==> config.mk <==
export PLATFORM = sky130hd
export DESIGN_NAME = ecc_op_ctrl_flat
export DESIGN_NICKNAME = d
export VERILOG_FILES = /design/src/rtl/ecc_pkg.sv /design/src/rtl/ecc_op_ctrl_if.sv /design/src/rtl/ecc_apb_regs.sv /design/src/rtl/ecc_op_ctrl.sv /design/src/flat_wrapper.sv
export SDC_FILE = /design/constraint.sdc
export NUM_CORES = 1
export LEC_CHECK = 0
export ABC_AREA = 1
export BUFFER_PORTS_ARGS = -buffer_cell sky130_fd_sc_hd__buf_2
export CAP_MARGIN = 10
export CORE_ASPECT_RATIO = 1.75
export CORE_MARGIN = 2
export CORE_UTILIZATION = 51
export CTS_CLUSTER_SIZE = 20
export DETAILED_ROUTE_END_ITERATION = 10
export PLACE_DENSITY = 0.86
export SETUP_SLACK_MARGIN = 0.15
export SLEW_MARGIN = 0
export SYNTH_ARGS = -nofsm -noshare
export SYNTH_HDL_FRONTEND = slang
export SYNTH_HIERARCHICAL = 1
export SYNTH_SLANG_ARGS = --single-unit
export TNS_END_PERCENT = 20
==> constraint.sdc <==
create_clock -name clk -period 4.2 [get_ports clk]
set_clock_uncertainty 0.1 [all_clocks]
set_input_delay 0.21 -clock clk [delete_from_list [all_inputs] [get_ports clk]]
set_output_delay 0.21 -clock clk [all_outputs]
set_load 0.01 [all_outputs]
==> src/rtl/ecc_pkg.sv <==
`default_nettype none
// ============================================================================
// Module      : ecc_pkg
// Description : Shared register map, field encodings and controller states
//               for the ECC operation controller.
// Revision    : 1.0 - initial release
// ============================================================================
package ecc_pkg;

  // Register word index, i.e. byte offset >> 2 (PADDR[4:2]).
  localparam logic [2:0] c_idx_ctrl   = 3'd0;  // 0x00
  localparam logic [2:0] c_idx_data   = 3'd1;  // 0x04
  localparam logic [2:0] c_idx_width  = 3'd2;  // 0x08
  localparam logic [2:0] c_idx_noise  = 3'd3;  // 0x0C
  localparam logic [2:0] c_idx_status = 3'd4;  // 0x10

  typedef enum logic [1:0] {
    MODE_ENCODE   = 2'd0,
    MODE_DECODE   = 2'd1,
    MODE_FULL     = 2'd2,
    MODE_RESERVED = 2'd3
  } mode_e;

  typedef enum logic [1:0] {
    WIDTH_8        = 2'd0,
    WIDTH_16       = 2'd1,
    WIDTH_32       = 2'd2,
    WIDTH_RESERVED = 2'd3
  } width_e;

  typedef enum logic [1:0] {
    S_IDLE  = 2'd0,
    S_ISSUE = 2'd1,
    S_WAIT  = 2'd2,
    S_DONE  = 2'd3
  } state_e;

endpackage
`default_nettype wire

==> src/rtl/ecc_op_ctrl_if.sv <==
`default_nettype none
// ============================================================================
// Module      : ecc_op_ctrl_if
// Description : APB, ECC-core and completion signals of the ECC operation
//               controller. slave = controller side, master = bus/core side.
// Revision    : 1.0 - initial release
// ============================================================================
interface ecc_op_ctrl_if #(
  parameter int AMBA_ADDR_WIDTH = 32,
  parameter int AMBA_WORD       = 32
);
  logic [AMBA_ADDR_WIDTH-1:0] PADDR;
  logic                       PSEL;
  logic                       PENABLE;
  logic                       PWRITE;
  logic [AMBA_WORD-1:0]       PWDATA;
  logic [AMBA_WORD-1:0]       PRDATA;

  logic [AMBA_WORD-1:0]       core_data_in;
  logic [AMBA_WORD-1:0]       core_noise;
  logic [1:0]                 core_width;
  logic [1:0]                 core_mode;
  logic                       core_start;
  logic [AMBA_WORD-1:0]       core_result;
  logic [1:0]                 core_num_err;

  logic [AMBA_WORD-1:0]       data_out;
  logic [1:0]                 num_of_errors;
  logic                       operation_done;
  logic                       busy;

  modport slave (
    input  PADDR, PSEL, PENABLE, PWRITE, PWDATA,
    output PRDATA,
    output core_data_in, core_noise, core_width, core_mode, core_start,
    input  core_result, core_num_err,
    output data_out, num_of_errors, operation_done, busy
  );

  modport master (
    output PADDR, PSEL, PENABLE, PWRITE, PWDATA,
    input  PRDATA,
    input  core_data_in, core_noise, core_width, core_mode, core_start,
    output core_result, core_num_err,
    input  data_out, num_of_errors, operation_done, busy
  );

endinterface
`default_nettype wire

==> src/rtl/ecc_apb_regs.sv <==
`default_nettype none
// ============================================================================
// Module      : ecc_apb_regs
// Description : APB register block: decode, storage, busy write-freeze,
//               combinational read mux, start request and illegal sticky bit.
// Revision    : 1.0 - initial release
// ============================================================================
module ecc_apb_regs
  import ecc_pkg::*;
#(
  parameter int AMBA_WORD = 32
) (
  input  logic                 clk,
  input  logic                 rst,
  input  logic [2:0]           i_addr_idx,
  input  logic                 i_psel,
  input  logic                 i_penable,
  input  logic                 i_pwrite,
  input  logic [AMBA_WORD-1:0] i_pwdata,
  input  logic                 i_busy,
  output logic [AMBA_WORD-1:0] o_prdata,
  output logic [AMBA_WORD-1:0] o_data,
  output logic [AMBA_WORD-1:0] o_noise,
  output logic [1:0]           o_width,
  output logic [1:0]           o_mode,
  output logic                 o_start
);

  logic [AMBA_WORD-1:0] r_data;
  logic [AMBA_WORD-1:0] r_noise;
  logic [1:0]           r_width;
  logic [1:0]           r_mode;
  logic                 r_illegal;

  logic w_wr;
  logic w_ctrl_wr;
  logic w_legal;

  // Writes land only while no operation is in flight, freezing core inputs.
  assign w_wr      = i_psel & i_penable & i_pwrite & ~i_busy;
  assign w_ctrl_wr = w_wr && (i_addr_idx == c_idx_ctrl);
  // Legality uses the width already held, not one written in the same cycle.
  assign w_legal   = (i_pwdata[1:0] != MODE_RESERVED) && (r_width != WIDTH_RESERVED);
  assign o_start   = w_ctrl_wr & w_legal;

  // Register storage and illegal-command tracking.
  always_ff @(posedge clk or negedge rst) begin
    if (!rst) begin
      r_data    <= '0;
      r_noise   <= '0;
      r_width   <= '0;
      r_mode    <= '0;
      r_illegal <= 1'b0;
    end else if (w_wr) begin
      case (i_addr_idx)
        c_idx_ctrl: begin
          if (w_legal) begin
            r_mode    <= i_pwdata[1:0];
            r_illegal <= 1'b0;
          end else begin
            r_illegal <= 1'b1;
          end
        end
        c_idx_data:  r_data  <= i_pwdata;
        c_idx_width: r_width <= i_pwdata[1:0];
        c_idx_noise: r_noise <= i_pwdata;
        default: ;
      endcase
    end
  end

  // Read mux; CTRL is write-only and unmapped offsets read as zero.
  always_comb begin
    o_prdata = '0;
    if (i_psel && !i_pwrite) begin
      case (i_addr_idx)
        c_idx_data:   o_prdata = r_data;
        c_idx_width:  o_prdata = {{(AMBA_WORD-2){1'b0}}, r_width};
        c_idx_noise:  o_prdata = r_noise;
        c_idx_status: o_prdata = {{(AMBA_WORD-2){1'b0}}, r_illegal, i_busy};
        default:      o_prdata = '0;
      endcase
    end
  end

  assign o_data  = r_data;
  assign o_noise = r_noise;
  assign o_width = r_width;
  assign o_mode  = r_mode;

endmodule
`default_nettype wire

==> src/rtl/ecc_op_ctrl.sv <==
`default_nettype none
// ============================================================================
// Module      : ecc_op_ctrl
// Description : APB-programmed sequencer for the ECC core. Launches one core
//               operation per legal CTRL write, waits the fixed core latency,
//               captures result and error count, pulses operation_done.
// Revision    : 1.0 - initial release
// ============================================================================
module ecc_op_ctrl
  import ecc_pkg::*;
#(
  parameter int AMBA_ADDR_WIDTH = 32,
  parameter int AMBA_WORD       = 32,
  parameter int DATA_WIDTH      = 32,
  parameter int CORE_LATENCY    = 1
) (
  input  logic         clk,
  input  logic         rst,
  ecc_op_ctrl_if.slave bus
);

  localparam int             CNT_W = (CORE_LATENCY < 2) ? 1 : $clog2(CORE_LATENCY + 1);
  localparam logic [CNT_W-1:0] c_lat = CNT_W'(CORE_LATENCY);
  localparam logic [CNT_W-1:0] c_one = CNT_W'(1);

  state_e               r_state;
  state_e               w_next_state;
  logic [CNT_W-1:0]     r_cnt;
  logic [AMBA_WORD-1:0] r_data_out;
  logic [1:0]           r_num_err;

  logic                 w_busy;
  logic                 w_core_start;
  logic                 w_done;
  logic                 w_capture;
  logic                 w_start_req;
  logic [AMBA_WORD-1:0] w_data_reg;
  logic                 w_unused_paddr;

  // Only PADDR[4:2] select a register.
  assign w_unused_paddr = ^{bus.PADDR[AMBA_ADDR_WIDTH-1:5], bus.PADDR[1:0]};

  ecc_apb_regs #(
    .AMBA_WORD (AMBA_WORD)
  ) u_regs (
    .clk        (clk),
    .rst        (rst),
    .i_addr_idx (bus.PADDR[4:2]),
    .i_psel     (bus.PSEL),
    .i_penable  (bus.PENABLE),
    .i_pwrite   (bus.PWRITE),
    .i_pwdata   (bus.PWDATA),
    .i_busy     (w_busy),
    .o_prdata   (bus.PRDATA),
    .o_data     (w_data_reg),
    .o_noise    (bus.core_noise),
    .o_width    (bus.core_width),
    .o_mode     (bus.core_mode),
    .o_start    (w_start_req)
  );

  // The core payload may be narrower than the bus word; pad with zeros.
  generate
    if (DATA_WIDTH < AMBA_WORD) begin : g_pad_data
      logic w_unused_data_hi;
      assign w_unused_data_hi  = ^w_data_reg[AMBA_WORD-1:DATA_WIDTH];
      assign bus.core_data_in  = {{(AMBA_WORD-DATA_WIDTH){1'b0}}, w_data_reg[DATA_WIDTH-1:0]};
    end else begin : g_full_data
      assign bus.core_data_in  = w_data_reg;
    end
  endgenerate

  // FSM state register.
  always_ff @(posedge clk or negedge rst) begin
    if (!rst) r_state <= S_IDLE;
    else      r_state <= w_next_state;
  end

  // Next-state and per-state control strobes.
  always_comb begin
    w_next_state = r_state;
    w_core_start = 1'b0;
    w_busy       = 1'b0;
    w_done       = 1'b0;
    w_capture    = 1'b0;
    case (r_state)
      S_IDLE: begin
        if (w_start_req) w_next_state = S_ISSUE;
      end
      S_ISSUE: begin
        w_core_start = 1'b1;
        w_busy       = 1'b1;
        w_next_state = S_WAIT;
      end
      S_WAIT: begin
        w_busy = 1'b1;
        if (r_cnt == c_one) begin
          w_capture    = 1'b1;
          w_next_state = S_DONE;
        end
      end
      S_DONE: begin
        w_done       = 1'b1;
        // A CTRL write landing in DONE chains straight into the next launch.
        w_next_state = w_start_req ? S_ISSUE : S_IDLE;
      end
      default: w_next_state = S_IDLE;
    endcase
  end

  // Latency counter: loaded at launch, counts down to the capture cycle.
  always_ff @(posedge clk or negedge rst) begin
    if (!rst)                    r_cnt <= '0;
    else if (r_state == S_ISSUE) r_cnt <= c_lat;
    else if (r_state == S_WAIT)  r_cnt <= r_cnt - c_one;
  end

  // Result capture; held until the next completed operation.
  always_ff @(posedge clk or negedge rst) begin
    if (!rst) begin
      r_data_out <= '0;
      r_num_err  <= '0;
    end else if (w_capture) begin
      r_data_out <= bus.core_result;
      r_num_err  <= bus.core_num_err;
    end
  end

  assign bus.core_start     = w_core_start;
  assign bus.busy           = w_busy;
  assign bus.operation_done = w_done;
  assign bus.data_out       = r_data_out;
  assign bus.num_of_errors  = r_num_err;

endmodule
`default_nettype wire

==> src/flat_wrapper.sv <==
// flat-port wrapper written by rule: the top's interface ports become plain ports
module ecc_op_ctrl_flat import ecc_pkg::*;
#(
  parameter int AMBA_ADDR_WIDTH = 32,
  parameter int AMBA_WORD       = 32,
  parameter int DATA_WIDTH      = 32,
  parameter int CORE_LATENCY    = 1
)
  (clk, rst, bus_PADDR, bus_PSEL, bus_PENABLE, bus_PWRITE, bus_PWDATA, bus_PRDATA, bus_core_data_in, bus_core_noise, bus_core_width, bus_core_mode, bus_core_start, bus_core_result, bus_core_num_err, bus_data_out, bus_num_of_errors, bus_operation_done, bus_busy);
  ecc_op_ctrl_if #(.AMBA_ADDR_WIDTH(AMBA_ADDR_WIDTH), .AMBA_WORD(AMBA_WORD)) bus_i ();
  input  logic clk;
  input  logic rst;
  input wire logic [$bits(bus_i.PADDR)-1:0] bus_PADDR;
  input wire logic [$bits(bus_i.PSEL)-1:0] bus_PSEL;
  input wire logic [$bits(bus_i.PENABLE)-1:0] bus_PENABLE;
  input wire logic [$bits(bus_i.PWRITE)-1:0] bus_PWRITE;
  input wire logic [$bits(bus_i.PWDATA)-1:0] bus_PWDATA;
  output wire logic [$bits(bus_i.PRDATA)-1:0] bus_PRDATA;
  output wire logic [$bits(bus_i.core_data_in)-1:0] bus_core_data_in;
  output wire logic [$bits(bus_i.core_noise)-1:0] bus_core_noise;
  output wire logic [$bits(bus_i.core_width)-1:0] bus_core_width;
  output wire logic [$bits(bus_i.core_mode)-1:0] bus_core_mode;
  output wire logic [$bits(bus_i.core_start)-1:0] bus_core_start;
  input wire logic [$bits(bus_i.core_result)-1:0] bus_core_result;
  input wire logic [$bits(bus_i.core_num_err)-1:0] bus_core_num_err;
  output wire logic [$bits(bus_i.data_out)-1:0] bus_data_out;
  output wire logic [$bits(bus_i.num_of_errors)-1:0] bus_num_of_errors;
  output wire logic [$bits(bus_i.operation_done)-1:0] bus_operation_done;
  output wire logic [$bits(bus_i.busy)-1:0] bus_busy;
  assign bus_i.PADDR = bus_PADDR;
  assign bus_i.PSEL = bus_PSEL;
  assign bus_i.PENABLE = bus_PENABLE;
  assign bus_i.PWRITE = bus_PWRITE;
  assign bus_i.PWDATA = bus_PWDATA;
  assign bus_PRDATA = bus_i.PRDATA;
  assign bus_core_data_in = bus_i.core_data_in;
  assign bus_core_noise = bus_i.core_noise;
  assign bus_core_width = bus_i.core_width;
  assign bus_core_mode = bus_i.core_mode;
  assign bus_core_start = bus_i.core_start;
  assign bus_i.core_result = bus_core_result;
  assign bus_i.core_num_err = bus_core_num_err;
  assign bus_data_out = bus_i.data_out;
  assign bus_num_of_errors = bus_i.num_of_errors;
  assign bus_operation_done = bus_i.operation_done;
  assign bus_busy = bus_i.busy;
  ecc_op_ctrl #(.AMBA_ADDR_WIDTH(AMBA_ADDR_WIDTH), .AMBA_WORD(AMBA_WORD), .DATA_WIDTH(DATA_WIDTH), .CORE_LATENCY(CORE_LATENCY)) u_core (.clk(clk), .rst(rst), .bus(bus_i));
endmodule
# == Yosys cells after proc, flatten, opt, wreduce, memory -nomap -nowiden ==
# Cells that the tools add are included.
# word_totals
register_bits,106
# classes
eq_ne,11
n_reduce_logical,14
muxes,14
bitwise_logic,5
add_sub_neg,1
# op_table
operator,n
$pmux 32 s4,1
$mux 32,1
$reduce_and 2->1,5
$mux 1,9
$pmux 2 s4,1
$eq 3x2->1 const B,2
$and 1x1->1,4
$eq 2x2->1 const B,2
$mux 2,2
$ne 2x1->1 const B,2
$ne 2x2->1 const B,2
$eq 3x1->1 const B,1
$eq 3x3->1 const B,1
$logic_and 1x1->1,3
$logic_not 3->1,1
$reduce_and 3->1,1
$eq 2x1->1 const B,1
$logic_not 2->1,1
$reduce_bool 2->1,1
$reduce_or 2->1,1
$logic_not 1->1,1
$not 1->1,1
$sub 1x1->1 const B,1

# == Depth between registers and ports, before layout ==
# Gate-level depths: netlist of the first run.
# depth
depth_word,9
mapped_depth,12
mapped_depth_nobuf,12

# == By module ==
# Netlist of the first run, hierarchy kept.
# modules_own_cells
mod,seq_area_each_um2,area_each_um2,n_inst,cells_each
ecc_apb_regs,1726.7,3537.1,1,441
ecc_op_ctrl,925.9,1651.6,1,176

# == Worst setup path before layout of the first run ==
# Ideal clock, no wire load.
# synth_path
kind,register -> register
start,register u_core.r_state[0]
end,register u_core.r_state[0]
period_less_slack_ps,1935
n_path_buf,0
setup_time_ps,117
t_arrival_ps,1718
slack_ps,2265
stages_incl_launch_ff,13
cell_sequence,dfrtp_1 > inv_1 > ha_1 > inv_1 > nand2_1 > nor2_2 > nand3_1 > inv_2 > inv_1 > nand2_1 > nand3_1 > nand2_1 > nand2_1
# synth_via
elab_chain_cells,9
word_cells_on_any_way,15
cone_classes,5 x eq/ne; 3 x mux; 3 x bitwise; 4 x reduce/logical
# synth_rtl
element,line_no,rtl
"start, declared",ecc_op_ctrl.sv:26,state_e r_state;
"start signal, assigned",ecc_op_ctrl.sv:76,else r_state <= w_next_state;
$eq 2x2->1 / $eq 2x1->1 (equally long branches),ecc_op_ctrl.sv:86,case (r_state)
$reduce_or 2->1 (no source line) (*),--,
$mux 1 (*),ecc_op_ctrl.sv:86,
via bus_busy,flat_wrapper.sv:29,output wire logic [$bits(bus_i.busy)-1:0] bus_busy;
$not 1->1 (*),ecc_apb_regs.sv:40,assign w_wr = i_psel & i_penable & i_pwrite & ~i_busy;
$and 1x1->1 (*),ecc_apb_regs.sv:40,
$logic_and 1x1->1 (*),ecc_apb_regs.sv:41,assign w_ctrl_wr = w_wr && (i_addr_idx == c_idx_ctrl);
$and 1x1->1 (*),ecc_apb_regs.sv:44,assign o_start = w_ctrl_wr & w_legal;
via u_core.w_start_req,ecc_op_ctrl.sv:36,logic w_start_req;
$mux 1 / $ne 2x1->1 (equally long branches),--,
$pmux 2 s4 / $reduce_and 2->1 (equally long branches),--,
# Mark *: on every way through the listed nets, which the timed path passes. The rest lies on a longest branch.
# A chain may end at the register's enable or synchronous reset.

# == Worst setup path in the final report of the first run ==
# layout_path
start,input bus_PADDR[2]
end,output bus_PRDATA[10]
# layout_via
elab_chain_cells,3
word_cells_on_any_way,6
cone_classes,4 x eq/ne; 2 x mux
# layout_rtl
element,line_no,rtl
"start, declared",flat_wrapper.sv:13,input wire logic [$bits(bus_i.PADDR)-1:0] bus_PADDR;
"$eq 3x3->1, or another cell as far along",ecc_apb_regs.sv:76,case (i_addr_idx)
$pmux 32 s4 (*),ecc_apb_regs.sv:76,
$mux 32 (*),ecc_apb_regs.sv:75,if (i_psel && !i_pwrite) begin
"end, declared",flat_wrapper.sv:18,output wire logic [$bits(bus_i.PRDATA)-1:0] bus_PRDATA;
# Mark *: on every way between the ends. The rest lies on a longest branch, timed or not.

==> results of run 1 <==
per-stage QoR:
| stage | worst slack, ps | hold slack, ps |
|---|---|---|
| after detailed placement | 1632 | 304.1 |
| after CTS | 1764 | 0.7080 |
| after global routing | 1548 | 19.30 |
| after global placement | 1649 | 295.9 |
| final | 1672 | 6.634 |
| after floorplan | 2265 | -185.6 |
worst min-delay path: stages:
cell	delay, ps
buf_2	80
nand3_1	70
nand2_1	70
state kept, by name, summed over array words and instances, names as in the netlist:
name                      count
u_core/r_state                2
u_core/u_regs/o_noise        32
u_core/r_cnt                  1
u_core/u_regs/o_data         32
u_core/u_regs/o_mode          2
u_core/u_regs/o_width         2
u_core/u_regs/r_illegal       1
u_core/bus.data_out          32
u_core/bus.num_of_errors      2
cell usage after synthesis (all sizes together):
cell    count  area share
nand2     255        0.20
dfrtp     106        0.51
nand3      75       0.075
o21ai      38       0.037
buf        37       0.062
nand4      35       0.043
a21oi      30       0.029
inv        14       0.011
nor2       12       0.015
clkbuf      9      0.0072
ha          5       0.012
nor3        1      0.0019
cells in the final DEF (no fill, tap or decap):
cell type and instances:
inv_6 1, nand4_2 1, nor2_8 1, nand2_4 2
ha_1 5, dlygate4sd3_1 47, nand2_8 1, nand4_1 34
clkbuf_16 9, nand3_1 74, clkinvlp_4 2, nand2_1 241
a21oi_1 30, inv_2 2, clkbuf_8 1, nor2_2 1
nand2_2 11, inv_1 11, inv_8 1, buf_2 209
nor2_1 8, nor2_4 2, bufinv_16 1, clkinv_4 1
o21ai_0 38, nand3_4 1, dfrtp_1 106, nor3_2 1
buf_4 7, inv_4 1
metal layers:
| layer | part of all wire | track usage | up-vias |
|---|---|---|---|
| li1 | - | - | 2491 |
| met5 | 0 | 0 | - |
| met4 | 0.017 | 0.08945 | 0 |
| met1 | 0.37 | 0.3171 | 2480 |
| met3 | 0.090 | 0.06619 | 18 |
| met2 | 0.52 | 0.4903 | 293 |
logic make-up (layout without fill, tap and decap cells):
kind of cell,Yosys count,in the layout,synth area share
and+or+nand+nor,378,378,0.3311
adders and majority gates,5,5,0.01206
DFF,106,106,0.5112
AOI/OAI and AO/OA,68,68,0.06559
buffers and inverters,60,293,0.08006
cell type report:
| class | count | area (um2) |
|---|---|---|
| fill | 798 | 3043 |
| sequential | 106 | 2653 |
| multi-input combinational | 451 | 2121 |
| timing repair buffer | 263 | 1569 |
| clock buffer | 10 | 239.0 |
| tap | 125 | 156.4 |
| clock inverter | 6 | 73.82 |
| inverter | 14 | 55.05 |
worst paths after layout:
check | start | to | slack, ps | cells after the start
hold / removal | bus_core_result[29] | u_core/bus.data_out[29]$_DFFE_PN0P_ | 7 | 3
max in group asynchronous | rst | u_core/bus.data_out[16]$_DFFE_PN0P_ | 2590 | 3
hold reg to reg | u_core/bus.data_out[4]$_DFFE_PN0P_ | u_core/bus.data_out[4]$_DFFE_PN0P_ | 370 | 2
setup reg to reg | u_core/r_state[0]$_DFFE_PN0P_ | u_core/u_regs/o_width[1]$_DFFE_PN0P_ | 1930 | 9
setup / recovery | bus_PADDR[2] | bus_PRDATA[10] | 1670 | 6
min in group asynchronous | rst | u_core/bus.data_out[18]$_DFFE_PN0P_ | 430 | 2
power by group:
group / internal (W) / switching [W] / leakage, nW
combinational: 0.000642 / 0.000998 / 2.30
sequential: 0.00147 / 0.000375 / 1.37
clock: 0.000486 / 0.000387 / 0.147
==> results by group, run 1 <==
Synthesis
  • Syn_area_per_cell: between 8 and 9 um2
  • Yosys cell types: 25
  • Post-Synthesis Cells: 617
  • Mapped Area: around 5200 um2
  • Seq/Total Area, Yosys: 0.5112
  • Yosys reg bits: 106
  • Mapped Nets: roughly 730
  • Synth Warn #: 6

Drt
  • Drt drc: 0
  • Routed Antenna Nets: 0
  • Avg Vias per Cell: between 5 and 6
  • Avg WL per Cell: about 16 um
  • Drt first pass iters: 5
  • 1st-iter DRT viols: ~290
  • Detailed-route via count: 5282
  • WL final: between 15000 and 20000 um

Critical path
  • Critical-path cell list: buf_2, nand2_4, nor2_8, nand2_1, a21oi_1, buf_2
  • CP endpoint kind: output pin
  • Highest cell delay on the worst timing path: 690 ps
  • Critical path's most frequent cell: buf_2
  • CP max-delay cell: buf_2
  • Arrival time worst endpoint: 2220 ps
  • WS Path Type: input port to output pin
  • WP data required: between 3000 and 4000 ps
  • Crit path launch type: input port
  • Crit-path max FO: slightly above 60
  • CP delay by family, top: simple AND/OR/NAND/NOR gates
  • Worst path bufs/invs: 2

Floorplanning
  • Initial Util: 0.5236
  • Num ports: 240
  • Die Y: 137.4 um
  • Die area: approximately 11000 um2
  • Core area: just under 10000 um2
  • Die width: ~80 um
  • Row cnt: 48

STA
  • Fin crit share: 0.6018
  • Worst slew pin tran: about 1000 ps
  • Worst slew margin: 0.3157
  • Period minus WS final: ~2500 ps
  • Fmax: 0.3956 GHz
  • Setup violators final: 0
  • Final Hold Viols: 0
  • Fin Setup TNS: 0 ps
  • RSZ-0062 raised after global routing: false
  • Max-slew violations: 0

Clocking
  • Sink Count: 106
  • H-tree level count: 3
  • TritonCTS clock tree: built
  • Worst skew pair latency: roughly 340 ps
  • PostCTS Resize Cnt: 0
  • Clock slew at reported path FFs: about 70 ps
  • Setup bufs post-CTS: 0
  • Clock Tree Root: clkbuf_16
  • Post-cts hold buffer count: 47
  • CTS Buf Count: 9
  • Max clock buf depth: 2

Finish
  • Final core occ: 0.6929
  • Proportion of layout cells with a drive suffix above 1: 0.3012
  • Antenna diode count: 0
  • Area grow syn2layout: 32.34%
  • Final Instance Area: between 6000 and 7000 um2
  • Layout Cells excl Fill: 975
  • Nets@finish: roughly 950

Placement
  • GP Congestion: a little under 0.8
  • Post-DP HPWL: around 9700 um
  • Dpl cells: approximately 900
  • Placed cell areas: 6083 um2
  • Port-buffer cells: between 200 and 250

GRT
  • Global-route wire length before repair: between 20000 and 25000 um
  • Congestion Overflow GR: 0
  • Gr usage total: 0.2738
  • Antenna violations before repair: 0
  • Number of global-route vias before repair: between 4k and 5k
  • Largest net degree at the start of global routing: between 70 and 80

Power and ir drop
  • Total chip power: around 0.0044 W
  • P per Cell Area: around 630 nW/um2
  • Worst VDD drop: between 0.3 and 0.4 mV
  • LEAKAGE: 3.814 nW

Min path
  • Worst hold path type: input port to register

Flow run
  • Max-cap violations: 0

Run status
  • Status: complete, no violations
Note: power is estimated with default switching activity, not from simulation.
==> run 2: changes to the inputs <==
--- a/config.mk
+++ b/config.mk
@@ -10,10 +10,10 @@
 export CAP_MARGIN = 10
 export CORE_ASPECT_RATIO = 1.75
 export CORE_MARGIN = 2
-export CORE_UTILIZATION = 51
+export CORE_UTILIZATION = 43
 export CTS_CLUSTER_SIZE = 20
 export DETAILED_ROUTE_END_ITERATION = 10
-export PLACE_DENSITY = 0.86
+export PLACE_DENSITY = 0.77
 export SETUP_SLACK_MARGIN = 0.15
 export SLEW_MARGIN = 0
 export SYNTH_ARGS = -nofsm -noshare
==> constraint.sdc (replaced) <==
create_clock -name clk -period 2.3 [get_ports clk]
set_clock_uncertainty 0.1 [all_clocks]
set_input_delay 0.115 -clock clk [delete_from_list [all_inputs] [get_ports clk]]
set_output_delay 0.115 -clock clk [all_outputs]
set_load 0.01 [all_outputs]
==> run 2 against run 1 <==
Utilization down 8.1 points. Highest routed layer unchanged. Largest cell class unchanged. Sequential cell count unchanged. Combinational power up 96%. Largest power group unchanged. Power up 85%.
==> results by group, run 2 (synthesis results as in run 1) <==
Placement
  • DP Worst Slack: 149.6 ps (-1482 ps)
  • Post-DP HPWL: 10910 um (+12%)
  • GP Congestion: 0.8100 (+2.0%)
  • Port-buffer cells: 210 (unchanged)

Finish
  • Nets@finish: 987 (+3.6%)
  • Most common cell after layout, fill and taps aside: nand2_1
  • Area grow syn2layout: 40.05%
  • Proportion of layout cells with a drive suffix above 1: 0.3100 (+0.008778)
  • Commonest non-fill, non-tap cells in the layout: nand2_1 (241), buf_2 (209), dfrtp_1 (106)
  • Antenna diode count: 0 (unchanged)

GRT
  • Met3 Usage GRT: 0.05423 (-0.01195)
  • Met2 usage: 0.4275 (-0.06280)
  • Most used routing layer: met2
  • Congestion Overflow GR: 0 (unchanged)
  • Global-route wire length before repair: 25210 um (+7.9%)
  • Number of global-route vias before repair: 5224 (+7.9%)
  • Antenna violations before repair: 0 (unchanged)
  • GRT met1 Usage: 0.2784 (-0.03874)
  • Largest net degree at the start of global routing: 61 (-20%)
  • Gr usage total: 0.2453 (-0.02852)

Clocking
  • Clock slew at reported path FFs: 70 ps (about the same)
  • Worst skew pair latency: 340 ps (about the same)
  • Sink Count: 106 (unchanged)
  • Max clock buf depth: 2 (unchanged)
  • Clock Tree Root: clkbuf_16
  • TritonCTS clock tree: built
  • H-tree level count: 3 (unchanged)
  • CTS Buf Count: 9 (unchanged)

STA
  • Fin Setup TNS: 0 ps (unchanged)
  • Fin crit share: 0.8619
  • Worst slew margin: 0.5358 (+0.2201)
  • Max-slew violations: 0 (unchanged)
  • Setup violators final: 0 (unchanged)
  • RSZ-0062 raised after global routing: false
  • Period minus WS final: around 2000 ps
  • Fmax: between 0.5 and 0.6 GHz
  • Worst setup margin: 317.6 ps (-1355 ps)
  • Worst slew pin tran: 696.3 ps (-330.2 ps)
  • Final Hold Viols: 0 (unchanged)

Drt
  • Drt first pass iters: 5 (unchanged)
  • 1st-iter DRT viols: 296 (+3.9%)
  • Routed Antenna Nets: 0 (unchanged)
  • Avg WL per Cell: 16.13 um (+1.3%)
  • WL final: 16470 um (+6.1%)
  • Detailed-route via count: 5321 (+0.74%)
  • Drt drc: 0 (unchanged)
  • Avg Vias per Cell: 5.212 (-3.8%)

Power and ir drop
  • Internal: 0.004828 W (+86%)
  • Clk pwr share: 0.194 (-0.006)
  • Sequential Power Share: 0.408 (-0.015)
  • Switching power: 0.003246 W (+84%)
  • Sw frac: 0.4020 (-0.001733)
  • Comb pwr share: 0.398 (+0.022)
  • P per Cell Area: 1111 nW/um2 (+75%)
  • LEAKAGE: 3.961 nW (+3.9%)
  • Worst VDD drop: 0.4745 mV (+31%)

Critical path
  • WP data required: 2430 ps (-1460 ps)
  • Cell depth of the worst flop-to-flop path: 10 (+1)
  • Highest cell delay on the worst timing path: 420 ps (-270 ps)
  • Critical-path cell list: inv_2, ha_2, inv_2, nand2_1, nor2_4, buf_4, buf_6, nand2_1, nand2_1, o21ai_0
  • R2R Path End: u_core/u_regs/o_width[0]$_DFFE_PN0P_
  • Worst path bufs/invs: 4 (+2)
  • Arrival time worst endpoint: 2110 ps (-110 ps)
  • Crit path depth: 10 (+4)
  • Crit-path max FO: 16 (-74%)
  • Flop2flop setup slack: 320 ps (-1610 ps)
  • Crit path launch type: register
  • CP delay by family, top: buffers and inverters
  • Critical path's most frequent cell: nand2_1
  • CP max-delay cell: dfrtp_1
  • CP endpoint kind: register
  • WS Path Type: register to register
  • R2R Path Start: u_core/r_state[0]$_DFFE_PN0P_

Floorplanning
  • Die width: 87.04 um (+8.5%)
  • Row cnt: 53 (+10%)
  • Num ports: 240 (unchanged)
  • Core area: 11870 um2 (+20%)
  • Die area: 13000 um2 (+18%)
  • Initial Util: 0.4371 (-0.08649)
  • Die Y: 149.3 um (+8.6%)

Min path
  • Hold Startpoint: bus_PADDR[4]
  • Worst hold path type: input port to register
  • WHS Endpoint: u_core/u_regs/o_width[1]$_DFFE_PN0P_
  • Hold path cells: 4 (+1)

Run status
  • Status: complete, no violations

Flow run
  • Max-cap violations: 0 (unchanged)
## run 2: changes by cell type in the layout (fill, tap and decap cells not counted), moves of 2 or more
cell           previous run  this run
buf_4                     7        16
inv_2                     2         4
dlygate4sd3_1            47        67
buf_12                    0         4
inv_1                    11         9
## run 2: power by group through the flow
stage	logic [W]	registers [W]	clock network, W
finish	0.00321	0.00330	0.00156
global route	0.00358	0.00341	0.00167
CTS	0.00314	0.00328	0.00160
detailed placement	0.00303	0.00331	0
global placement	0.00296	0.00330	0
floorplan	0.00145	0.00360	0
## run 2: cell type report
type / count / area (um2)
clock buffer: 9 / 225.2
inverter: 14 / 55.05
fill: 1003 / 4603
multi-input combinational: 451 / 2151
sequential: 106 / 2653
timing repair buffer: 297 / 1928
tap: 137 / 171.4
clock inverter: 7 / 83.83
## run 2: stage by stage
stage	util	hold slack, ps	instances	total power, W	area (um2)
finish	0.6122	130.8	1021	0.008074	7267
global route	0.6122	155.8	1021	0.008651	7267
CTS	0.6069	119.1	1017	0.008023	7204
detailed placement	0.5237	69.90	934	0.006338	6216
global placement	0.5237	61.40	934	0.006253	6216
floorplan	-	-280.6	617	0.005048	5189
## run 2: timing repair
action	4_1_cts	5_1_grt
hold buffers	67	0
endpoints found under the setup margin	5	64
resized for setup	1	7
hold endpoints to repair	144	0
pin swaps	0	1
setup buffers	0	4
## run 2: worst max-delay path by stage
| stage | start | end | slack [ps] |
|---|---|---|---|
| detailed placement | u_core/r_state[1]$_DFFE_PN0P_ | u_core/u_regs/o_noise[5]$_DFFE_PN0P_ | 150 |
| floorplan | u_core/r_state[0]$_DFFE_PN0P_ | u_core/r_state[0]$_DFFE_PN0P_ | 360 |
| global placement | u_core/r_state[0]$_DFFE_PN0P_ | u_core/u_regs/o_noise[24]$_DFFE_PN0P_ | 200 |
| global route | u_core/r_state[1]$_DFFE_PN0P_ | u_core/r_state[0]$_DFFE_PN0P_ | 140 |
| CTS | u_core/r_state[1]$_DFFE_PN0P_ | u_core/r_state[0]$_DFFE_PN0P_ | 150 |
| finish | u_core/r_state[0]$_DFFE_PN0P_ | u_core/u_regs/o_width[0]$_DFFE_PN0P_ | 320 |
## run 2: layer usage
metal  part of all wire  vias to the layer above  wire length [um]
met5                  0                        -                 0
met4              0.028                        0               469
met3              0.077                       32              1269
met2               0.51                      242              8478
met1               0.38                     2490              6254
li1                   -                     2557                 -
## run 2: worst register-to-register path, delay by kind of cell (launching register included)
kind	cells	cell delay, ps
AO/OA/AOI/OAI	1	70
AND/OR/NAND/NOR	4	460
adder cells (fa/ha/maj)	1	310
flip-flops	1	420
buffers and inverters	4	500
==> run 3: changes to the inputs <==
--- a/config.mk
+++ b/config.mk
@@ -20,4 +20,4 @@
 export SYNTH_HDL_FRONTEND = slang
 export SYNTH_HIERARCHICAL = 1
 export SYNTH_SLANG_ARGS = --single-unit
-export TNS_END_PERCENT = 20
+export TNS_END_PERCENT = 5
==> constraint.sdc (replaced) <==
create_clock -name clk -period 1.6 [get_ports clk]
set_clock_uncertainty 0.1 [all_clocks]
set_input_delay 0.08 -clock clk [delete_from_list [all_inputs] [get_ports clk]]
set_output_delay 0.08 -clock clk [all_outputs]
set_load 0.01 [all_outputs]
==> run 3 against run 2 <==
Global-route usage rose by 2.3 points. Critical endpoint is now u_core/u_regs/o_data[13]$_DFFE_PN0P_. Critical path depth did not move. Cell count rose by 2.6%. Via count rose by 6.1%. Non-clock buffer count rose by 24. Sequential cell count did not move. Count of clock-buffer cells in the layout rose by 2. Routed wire length rose by 8.5%. Fmax rose by 12%. First-iteration DRC count fell by 25%. Sequential power rose by 46%. The run now ends with negative hold slack, negative setup slack left. Die area did not move.
==> results by group, run 3 (synthesis results as in run 1) <==
Critical path
  • CP max-delay cell: dfrtp_1
  • Critical-path cell list: inv_2, ha_4, inv_2, nand2_2, nor2_4, buf_4, buf_6, nand2_4, nand2_1, nand2_1
  • CP endpoint kind: register
  • Arrival time worst endpoint: 1910 ps (-200 ps)
  • WS Path Type: register to register
  • Crit-path max FO: 8 (-8)
  • Crit path launch type: register
  • Highest cell delay on the worst timing path: 390 ps (-30 ps)
  • WP data required: 1750 ps (-680 ps)

Power and ir drop
  • Total chip power: 0.01241 W (+54%)
  • Worst VDD drop: 0.8055 mV (+70%)
  • LEAKAGE: 4.161 nW (+5.0%)
  • P per Cell Area: 1594 nW/um2 (+43%)

STA
  • RSZ-0062 raised after global routing: true
  • Setup violators final: 38 (+38)
  • Fin Setup TNS: -3362 ps (-3362 ps)
  • Fmax: 0.5665 GHz (+12%)
  • Worst setup margin: -165.3 ps (-482.9 ps)
  • Hold WS: -11.53 ps (-142.3 ps)
  • Final Hold Viols: 2 (+2)
  • Worst slew pin tran: 435.7 ps (-260.6 ps)
  • Period minus WS final: 1765 ps (-217.1 ps)
  • Fin crit share: 1.103 (+0.2414)
  • Worst slew margin: 0.7096 (+0.1738)
  • Max-slew violations: 0 (unchanged)

GRT
  • Congestion Overflow GR: 0 (unchanged)
  • Antenna violations before repair: 0 (unchanged)
  • Number of global-route vias before repair: 5523 (+5.7%)
  • Gr usage total: 0.2681 (+0.02281)
  • Largest net degree at the start of global routing: 37 (-39%)
  • Global-route wire length before repair: 27350 um (+8.5%)

Floorplanning
  • Initial Util: 0.4371 (unchanged)
  • Die width: 87.04 um (unchanged)
  • Row cnt: 53 (unchanged)
  • Die Y: 149.3 um (unchanged)
  • Core area: 11870 um2 (unchanged)
  • Die area: 13000 um2 (unchanged)
  • Num ports: 240 (unchanged)

Clocking
  • Max clock buf depth: 2 (unchanged)
  • H-tree level count: 3 (unchanged)
  • Clock slew at reported path FFs: 80 ps (about the same)
  • Clock Tree Root: clkbuf_16
  • Worst skew pair latency: 340 ps (about the same)
  • CTS Buf Count: 9 (unchanged)
  • Sink Count: 106 (unchanged)
  • TritonCTS clock tree: built

Drt
  • Avg Vias per Cell: 5.389 (+3.4%)
  • WL final: 17880 um (+8.5%)
  • Drt drc: 0 (unchanged)
  • Drt first pass iters: 5 (unchanged)
  • 1st-iter DRT viols: 221 (-25%)
  • Routed Antenna Nets: 0 (unchanged)
  • Detailed-route via count: 5648 (+6.1%)
  • Avg WL per Cell: 17.06 um (+5.7%)

Finish
  • Layout Cells excl Fill: 1048 (+2.6%)
  • Area grow syn2layout: 49.99%
  • Commonest non-fill, non-tap cells in the layout: buf_2 (205), nand2_1 (201), dfrtp_1 (106)
  • Final core occ: 0.6556 (+0.04343)
  • Most common cell after layout, fill and taps aside: buf_2
  • Area occupied by multi-input gates: 2354 um2 (+9.4%)
  • Nets@finish: 1014 (+2.7%)
  • # fillers: 926 (-7.7%)
  • Proportion of layout cells with a drive suffix above 1: 0.3842 (+0.07424)
  • Antenna diode count: 0 (unchanged)
  • Seq. cell area: 2653 um2 (unchanged)

Run status
  • Status: complete, but fails checks
  • Failing checks: negative hold slack, negative setup slack

Placement
  • GP Congestion: 0.8661 (+6.9%)
  • Post-DP HPWL: 10940 um (+0.26%)
  • Port-buffer cells: 210 (unchanged)
  • Dpl cells: 954 (+2.1%)

Min path
  • Worst hold path type: input port to register

Flow run
  • Max-cap violations: 0 (unchanged)
## run 3: cell types whose count changed in the layout (fill, tap and decap cells not counted), moves of 5 or more
cell / previous run / this run
buf_4: 16 / 24
nand2_1: 241 / 201
buf_6: 1 / 14
nand2_2: 11 / 50
o21ai_0: 37 / 32
## run 3: critical path, delay by kind of cell, from the launching register on
family | cells | cell delay (ps)
flip-flops | 1 | 390
buffers and inverters | 4 | 440
AND/OR/NAND/NOR | 5 | 530
adder cells (fa/ha/maj) | 1 | 200
## run 3: final cells by class
| type | instances | area share |
|---|---|---|
| clock inverters | 5 | 0.005788 |
| flip-flops and latches | 106 | 0.3408 |
| inverters | 14 | 0.007396 |
| multi-input cells | 454 | 0.3024 |
| clock buffers | 11 | 0.03248 |
| repair buffers | 321 | 0.2891 |
| well taps | 137 | 0.02203 |
## run 3: metal layers
metal	routed length (um)	up-vias	global-route usage
met5	0	-	0
met4	673	0	0.1055
met3	1544	55	0.06752
met2	9283	324	0.4775
met1	6375	2654	0.2994
li1	-	2615	-
## run 3: final timing paths
path / from / end / slack [ps] / cells after the start
setup / recovery: u_core/r_state[0]$_DFFE_PN0P_ / u_core/u_regs/o_data[13]$_DFFE_PN0P_ / -170 / 10
hold / removal: bus_PADDR[4] / u_core/u_regs/o_width[1]$_DFFE_PN0P_ / -10 / 4
setup reg to reg: u_core/r_state[0]$_DFFE_PN0P_ / u_core/u_regs/o_data[13]$_DFFE_PN0P_ / -170 / 10
hold reg to reg: u_core/bus.data_out[0]$_DFFE_PN0P_ / u_core/bus.data_out[0]$_DFFE_PN0P_ / 380 / 2
max in group asynchronous: rst / u_core/u_regs/o_noise[31]$_DFFE_PN0P_ / 730 / 3
min in group asynchronous: rst / u_core/u_regs/o_mode[0]$_DFFE_PN0P_ / 120 / 2
## run 3: per-stage QoR
step	setup WS (ps)	cell area, um2	hold slack, ps
5_1_grt	-247.8	7782	3.291
2_1_floorplan	-53.64	5216	-315.6
3_3_place_gp	-26.29	6426	-50.13
6_report	-165.3	7782	-11.53
4_1_cts	-128.9	7634	76.53
3_5_place_dp	-73.59	6426	-49.30
## run 3: report_power, final
group          internal, W  total [W]  switching [W]
clock network      0.00116    0.00221        0.00104
registers          0.00387    0.00481       0.000946
logic              0.00230    0.00539        0.00308
total              0.00734     0.0124        0.00507
## run 3: what timing repair did
item | CTS | global route
pin swaps | 36 | 44
resized for setup | 39 | 41
gates cloned | 3 | 1
hold endpoints to repair | 208 | 0
setup endpoints to repair | 107 | 138
setup buffers | 4 | 3
hold buffers | 67 | 0
